$ cat src/rtl/ext_pipe.sv
// Registered immediate-extension stage: computes sign/zero/lui/branch/jump/shift
// results at accept time and holds them in a 2-entry valid/ready FIFO.
module ext_pipe #(
  parameter int DATA_W = 32,
  parameter int IMM_W  = 16,
  parameter int JIDX_W = 26
) (
  input  logic              clk,
  input  logic              reset,
  input  logic              flush,
  input  logic              in_valid,
  output logic              in_ready,
  input  logic [JIDX_W-1:0] in_imm,
  input  logic [2:0]        in_op,
  input  logic [DATA_W-1:0] in_pc,
  output logic              out_valid,
  input  logic              out_ready,
  output logic [DATA_W-1:0] out_ext,
  output logic              out_err
);

  // Handshake: a beat transfers on a side when its valid and ready are both
  // high at the rising edge; in_ready depends only on the entry count.
  localparam logic [2:0] OP_SIGN   = 3'b000;
  localparam logic [2:0] OP_ZERO   = 3'b001;
  localparam logic [2:0] OP_LUI    = 3'b010;
  localparam logic [2:0] OP_BRANCH = 3'b011;
  localparam logic [2:0] OP_JUMP   = 3'b100;
  localparam logic [2:0] OP_SSHIFT = 3'b101;

  logic [IMM_W-1:0]  imm;
  logic [DATA_W-1:0] sext;
  logic [DATA_W-1:0] pc4;
  logic [DATA_W-1:0] calc_ext;
  logic              calc_err;

  logic [DATA_W-1:0] ext_mem [2];
  logic              err_mem [2];
  logic [1:0]        count;
  logic              wr_ptr;
  logic              rd_ptr;
  logic              accept;
  logic              pop;

  assign imm  = in_imm[IMM_W-1:0];
  assign sext = {{(DATA_W-IMM_W){imm[IMM_W-1]}}, imm};
  assign pc4  = in_pc + DATA_W'(4);

  always_comb begin
    calc_ext = '0;
    calc_err = 1'b0;
    case (in_op)
      OP_SIGN:   calc_ext = sext;
      OP_ZERO:   calc_ext = {{(DATA_W-IMM_W){1'b0}}, imm};
      OP_LUI:    calc_ext = {imm, {(DATA_W-IMM_W){1'b0}}};
      OP_BRANCH: calc_ext = pc4 + (sext << 2);
      OP_JUMP:   calc_ext = {pc4[DATA_W-1:JIDX_W+2], in_imm, 2'b00};
      OP_SSHIFT: calc_ext = sext << 2;
      default:   calc_err = 1'b1;
    endcase
  end

  assign in_ready  = (count != 2'd2);
  assign out_valid = (count != 2'd0);
  assign out_ext   = ext_mem[rd_ptr];
  assign out_err   = err_mem[rd_ptr];
  assign accept    = in_valid && in_ready;
  assign pop       = out_valid && out_ready;

  always_ff @(posedge clk or posedge reset) begin
    if (reset) begin
      count  <= 2'd0;
      wr_ptr <= 1'b0;
      rd_ptr <= 1'b0;
      for (int i = 0; i < 2; i++) begin
        ext_mem[i] <= '0;
        err_mem[i] <= 1'b0;
      end
    end else if (flush) begin
      count  <= 2'd0;
      wr_ptr <= 1'b0;
      rd_ptr <= 1'b0;
    end else begin
      if (accept) begin
        ext_mem[wr_ptr] <= calc_ext;
        err_mem[wr_ptr] <= calc_err;
        wr_ptr          <= ~wr_ptr;
      end
      if (pop) rd_ptr <= ~rd_ptr;
      count <= count + {1'b0, accept} - {1'b0, pop};
    end
  end

endmodule

$ cat config.mk
export PLATFORM = sky130hd
export DESIGN_NAME = ext_pipe
export DESIGN_NICKNAME = d
export VERILOG_FILES = /design/src/rtl/ext_pipe.sv
export SDC_FILE = /design/constraint.sdc
export NUM_CORES = 1
export LEC_CHECK = 0
export CAP_MARGIN = 10
export CORE_MARGIN = 2
export CORE_UTILIZATION = 55
export CTS_CLUSTER_DIAMETER = 100
export DETAILED_ROUTE_END_ITERATION = 10
export GPL_TIMING_DRIVEN = 0
export PLACE_DENSITY_LB_ADDON = 0.3
export SLEW_MARGIN = 40
export SYNTH_ARGS = -nofsm -noshare
export SYNTH_HDL_FRONTEND = slang
export SYNTH_SLANG_ARGS = --single-unit
$ cat constraint.sdc
create_clock -name clk -period 3.5 [get_ports clk]
set_input_delay 1.05 -clock clk [delete_from_list [all_inputs] [get_ports clk]]
set_output_delay 1.05 -clock clk [all_outputs]
set_load 0.005 [all_outputs]
* Yosys cells after proc, flatten, opt, wreduce, memory -nomap -nowiden
Index checks and enable logic that the tools add are counted.
** Storage, ports and cells
- Bits in registers :: 70
- Bits of input ports :: 66
- Output and inout bits :: 35
- Word-level logic and storage cells :: 53
** Cells by class
- Add/sub/neg operators :: 4
- $lt $le $gt $ge :: 3
- Equality and inequality tests :: 6
- Multiplexer cells :: 19
- Bitwise logic cells :: 5
- Reductions and logical operators :: 9
** Operators by type and width (number)
- 32-bit case mux with 6 select lines :: 1
- 32-bit 2-to-1 mux :: 4
- 64-bit bitwise mux :: 1
- 32-bit by 3-bit adder with 32-bit output (second input constant) :: 1
- 32-bit adder :: 1
- 32-bit demux with 1-bit select :: 1
- 1-bit 2-to-1 mux :: 9
- 3-bit by 2-bit == test with 1-bit output (second input constant) :: 2
- 3-bit == test (second input constant) :: 2
- 2-bit nonzero test :: 3
- 6-bit OR reduction :: 1
- 2-bit >= comparator (second input constant) :: 2
- 1-bit NOT with 2-bit output :: 2
- 3-bit by 1-bit == test with 1-bit output (second input constant) :: 1
- 1-bit logical AND :: 3
- 3-bit zero test :: 1
- 1-bit NOT :: 3
- 2-bit by 1-bit adder with 2-bit output :: 1
- 2-bit bitwise mux :: 1
- 2-bit by 1-bit less-than comparator with 1-bit output (second input constant) :: 1
- 2-bit 2-to-1 mux :: 1
- 2-bit inequality test (second input constant) :: 1
- 2-bit AND reduction :: 1
- 2-bit by 1-bit subtractor with 2-bit output :: 1
- 1-bit demux with 1-bit select :: 1

* Longest topological paths before layout
- Depth after elaboration :: 6
- Mapped depth :: 15
- Depth with buffers taken out :: 14

* Least setup slack after synthesis
OpenSTA, ideal clock, no wires.
- Kind :: input -> register
- Start point :: input port in_pc[2]
- End point :: register ext_mem[26] (netlist name)
- Setup time :: 0.126 ns
- Data arrival time :: 4.029 ns
- Data required time :: 3.374 ns
- Setup slack :: -0.655 ns
- Cell stages on the path :: 13
- Path buffers :: 0
- Cells stage by stage :: ha_1 -> nand4_2 -> or4_4 -> nor2_1 -> xor2_1 -> ha_1 -> and2_0 -> and2_1 -> a222oi_1 -> o21ai_0 -> nor3_1 -> nor3_1 -> a221o_1
** On the way
- Longest elaborated chain between the ends :: 4
** RTL lines
- start: declaration :: line 15 : input logic [DATA_W-1:0] in_pc,
- 32-bit by 3-bit adder with 32-bit output :: line 47 : assign pc4 = in_pc + DATA_W'(4);
- 32-bit adder :: line 56 : OP_BRANCH: calc_ext = pc4 + (sext << 2);
- 32-bit case mux with 6 select lines :: line 52 : case (in_op)
- 64-bit bitwise mux :: line 85 : ext_mem[wr_ptr] <= calc_ext;
- end signal: indexed assignment :: line 85
- end: declaration :: line 37 : logic [DATA_W-1:0] ext_mem [2];
No other way between the ends.
A chain may end at the register's enable or synchronous reset.

* Final worst setup path
- Start point :: input port in_pc[9]
- End point :: register ext_mem[26] (netlist name)
The elaborated chain is that of the path after synthesis.

==> results.yml <==
run_status:
  status: "complete, but fails checks"
  violations: "setup timing"
cells_and_area:
  utilization: 0.7987
  drive_above_1_share: 0.2767
  antenna_cells: 0
  syn_to_final_growth_pct: 42.91
  fillers: 697
  finalNonFillerCells: 1097
  nets: 1052
worst_setup_path:
  worstPathArrival_ps: 4110
  r2r-end: "ext_mem[28]"
  cp_num_buf_inv: 2
  end_kind: "flop"
  rr_worst_depth: 10
  crit_required_ps: 3720
  crit_type: "in -> reg"
  setup.worst_path.start: "in_pc[9]"
  endpoint: "ext_mem[26]"
  rrSetupSlack_ps: 840
  cp.depth: 15
  worstPathMaxFanout: 4
  slowest_delay_ps: 570
  worstSetupStartpointType: "input pin"
  slowest_stage: "or4_4"
  reg2reg_from: "count[0]"
  crit_chain: "buf_8 > and3_4 > nand3_4 > or4_4 > nor2_4 > xor2_1 > ha_2 > and2_4 > and2_4 > a222oi_1 > buf_4 > o21ai_4 > nor3_4 > nor3_4 > a221o_1"
  critPathTopFamily: "simple AND/OR/NAND/NOR gates"
sta:
  fin_tns_setup_ps: -7456
  finalSetupViolCount: 34
  drv_slew: 0
  fin_ws_ps: -393.0
  grt_setup_unrepaired: "yes"
  hold_violations: 0
  max-slew-margin-rel: 0.5105
  fmax_ghz: 0.2569
  tightest_slew_ps: 729.0
  skew_ps: 3.659
  timing.final.crit_period_ps: 3893
  finalCritPeriodShare: 1.112
logic_synthesis:
  avgSynthCellArea_sq_um: 8.112
  ys_ff_latch: 70
  syn_nets: 883
  synth_top_area_frac: 0.2768
  syn_area_sq_um: 6327
  yosys_warnings: 0
  synthFlopType: "dfrtp_1"
  ys_async_sr_fraction: 1.000
  netlist-cell-type-count: 74
  ys_top_cells_by_area: "dfrtp_1 28%, ha_1 7.1%, mux2_2 6.8%"
  yosysSeqAreaShare: 0.2768
  synth_top_area_cell: "dfrtp_1"
  synth-edff-count: 0
  synth_cells: 780
floorplan:
  start_util: 0.5589
  die_width_um: 111.3
  io_pins: 101
  core_sq_um: 11320
  die_y_um: 111.3
  die_area_sq_um: 12380
  rows: 39
clock_network:
  cts_tree: "done"
  cts_buffers: 9
  cts_root_buf: "clkbuf_16"
  clk_latency_ps: 340
  cts_sinks: 70
  htreeDepth: 3
  cts_buffer_depth: 2
  path_clk_slew_ps: 50
  cts_hold_buf: 0
drt:
  vias: 6986
  dr.pass1.iters: 5
  ant_nets: 0
  dr.first_iter.drc_count: 678
  drc: 0
  routedWlPerCell_um: 21.12
  postRouteWirelength_um: 23170
  viasPerCell: 6.368
grt:
  antenna_found_initial: 0
  grt_pass1_vias: 7039
  grt_pass1_wl_um: 35820
  grt_max_degree: 45
  overflow: 0
  grt_usage: 0.3629
min_path:
  holdPathStages: 2
  holdCritPathClass: "reg -> reg"
place:
  pre_cts_ws_ps: -1762
  dp.cells: 1023
  post-dp-hpwl_um: 16300
  routabilityCongestion: 0.9620
  io_buffers: 99
power_and_ir_drop:
  power.density_nw_per_um2: 484.7
  comb_power_share: 0.472
  seq_power_share: 0.297
  vdd_drop_max_v: 0.0005172
  leakage_nw: 3.920
  p_clk_frac: 0.231
  p_sw_mw: 1.501
  p_total_mw: 4.383
  p_sw_frac: 0.3425
  internal_power_mw: 2.881
job:
  max_cap_viol_count: 0
==> layout make-up <==
class                   instances  area (sq um)  area share
plain buffers                  38         148.9     0.01647
well taps                     143         178.9     0.01979
inverters                      29         111.4     0.01231
clock inverters                 3         65.06    0.007195
clock buffers                  13         270.3     0.02989
multi-input cells             639          4992      0.5521
repair buffers                162          1524      0.1685
flip-flops and latches         70          1752      0.1937
==> per-layer routing <==
metal	global-route usage	vias to the layer above	routed length (um)
met3	0.04429	67	1721
met5	0	-	0
met4	0.1424	0	768
li1	-	3169	-
met1	0.4671	3369	9431
met2	0.6224	381	11250
==> power groups by stage <==
stage	Clock (mW)	Combinational (mW)	Sequential, mW
CTS	1.01	1.97	1.30
finish	1.01	2.07	1.30
global route	1.04	2.21	1.33
detailed placement	0	1.77	1.30
floorplan	0	1.04	1.24
global placement	0	1.72	1.27
==> cell usage after synthesis (10+ instances only) <==
library cell,instances
a21o_1,15
a21oi_1,45
a22oi_1,11
and3_1,10
clkbuf_1,35
dfrtp_1,70
ha_1,36
inv_1,29
mux2_2,38
mux2i_1,12
nand2_1,111
nand3_1,21
nor2_1,51
nor3_1,17
o21ai_0,84
xnor2_1,21
xor2_1,21
==> worst reg2reg max path, stage by stage (launching register included) <==
cell and delay [ps]:
dfrtp_1 390, nand2b_1 160, nand2_1 190, nor2_1 80, and2_1 160, clkbuf_1 260
nand2_1 180, clkbuf_1 410, clkbuf_1 480, o2bb2ai_1 210, a21oi_2 40
==> worst min-delay path by stage <==
stage                           start     endpoint  slack (ps)
final                      ext_mem[2]   ext_mem[2]         470
after global routing       ext_mem[1]   ext_mem[1]         490
after CTS                  ext_mem[1]   ext_mem[1]         470
after detailed placement   ext_mem[1]   ext_mem[1]         460
after global placement    ext_mem[18]  ext_mem[18]         450
after floorplan            ext_mem[1]   ext_mem[1]         440
==> cells by family (layout without fill, tap and decap cells) <==
kind of cell	after synthesis	after routing	synth area share
mux	51	51	0.08839
compound gates	244	244	0.2541
buf+inv	71	245	0.04252
xor+xnor	44	44	0.06328
simple gates	263	263	0.2005
fa+ha+maj	37	37	0.07435
flops	70	70	0.2768
==> state kept, by name (all words and copies together), names as in the netlist <==
| register | flops |
|---|---|
| wr_ptr | 1 |
| count | 2 |
| rd_ptr | 1 |
| ext_mem | 64 |
| err_mem | 2 |
==> cell usage in the layout (no fill, tap or decap), drive strengths merged, types with 10 or more instances in the layout <==
master	count
and3	10
buf	84
a22oi	11
mux2i	12
clkdlybuf4s50	74
nand2	111
xor2	23
a21oi	47
nor2	53
nor3	19
clkbuf	45
mux2	39
o21ai	89
ha	36
nand3	24
a21o	15
inv	29
dfrtp	70
xnor2	21
==> stage by stage <==
stage	hold slack (ps)	cell area (sq um)
finish	472.5	9042
global route	493.9	9042
CTS	473.0	8797
detailed placement	462.5	7599
global placement	454.9	7576
floorplan	440.2	6406
==> timing repair <==
action                     CTS  global route
gates cloned                 0             0
pin swaps                   62            35
setup buffers               50            13
resized for setup          217            39
setup endpoints to repair   45            55
Power figures use the tool's default switching activity.
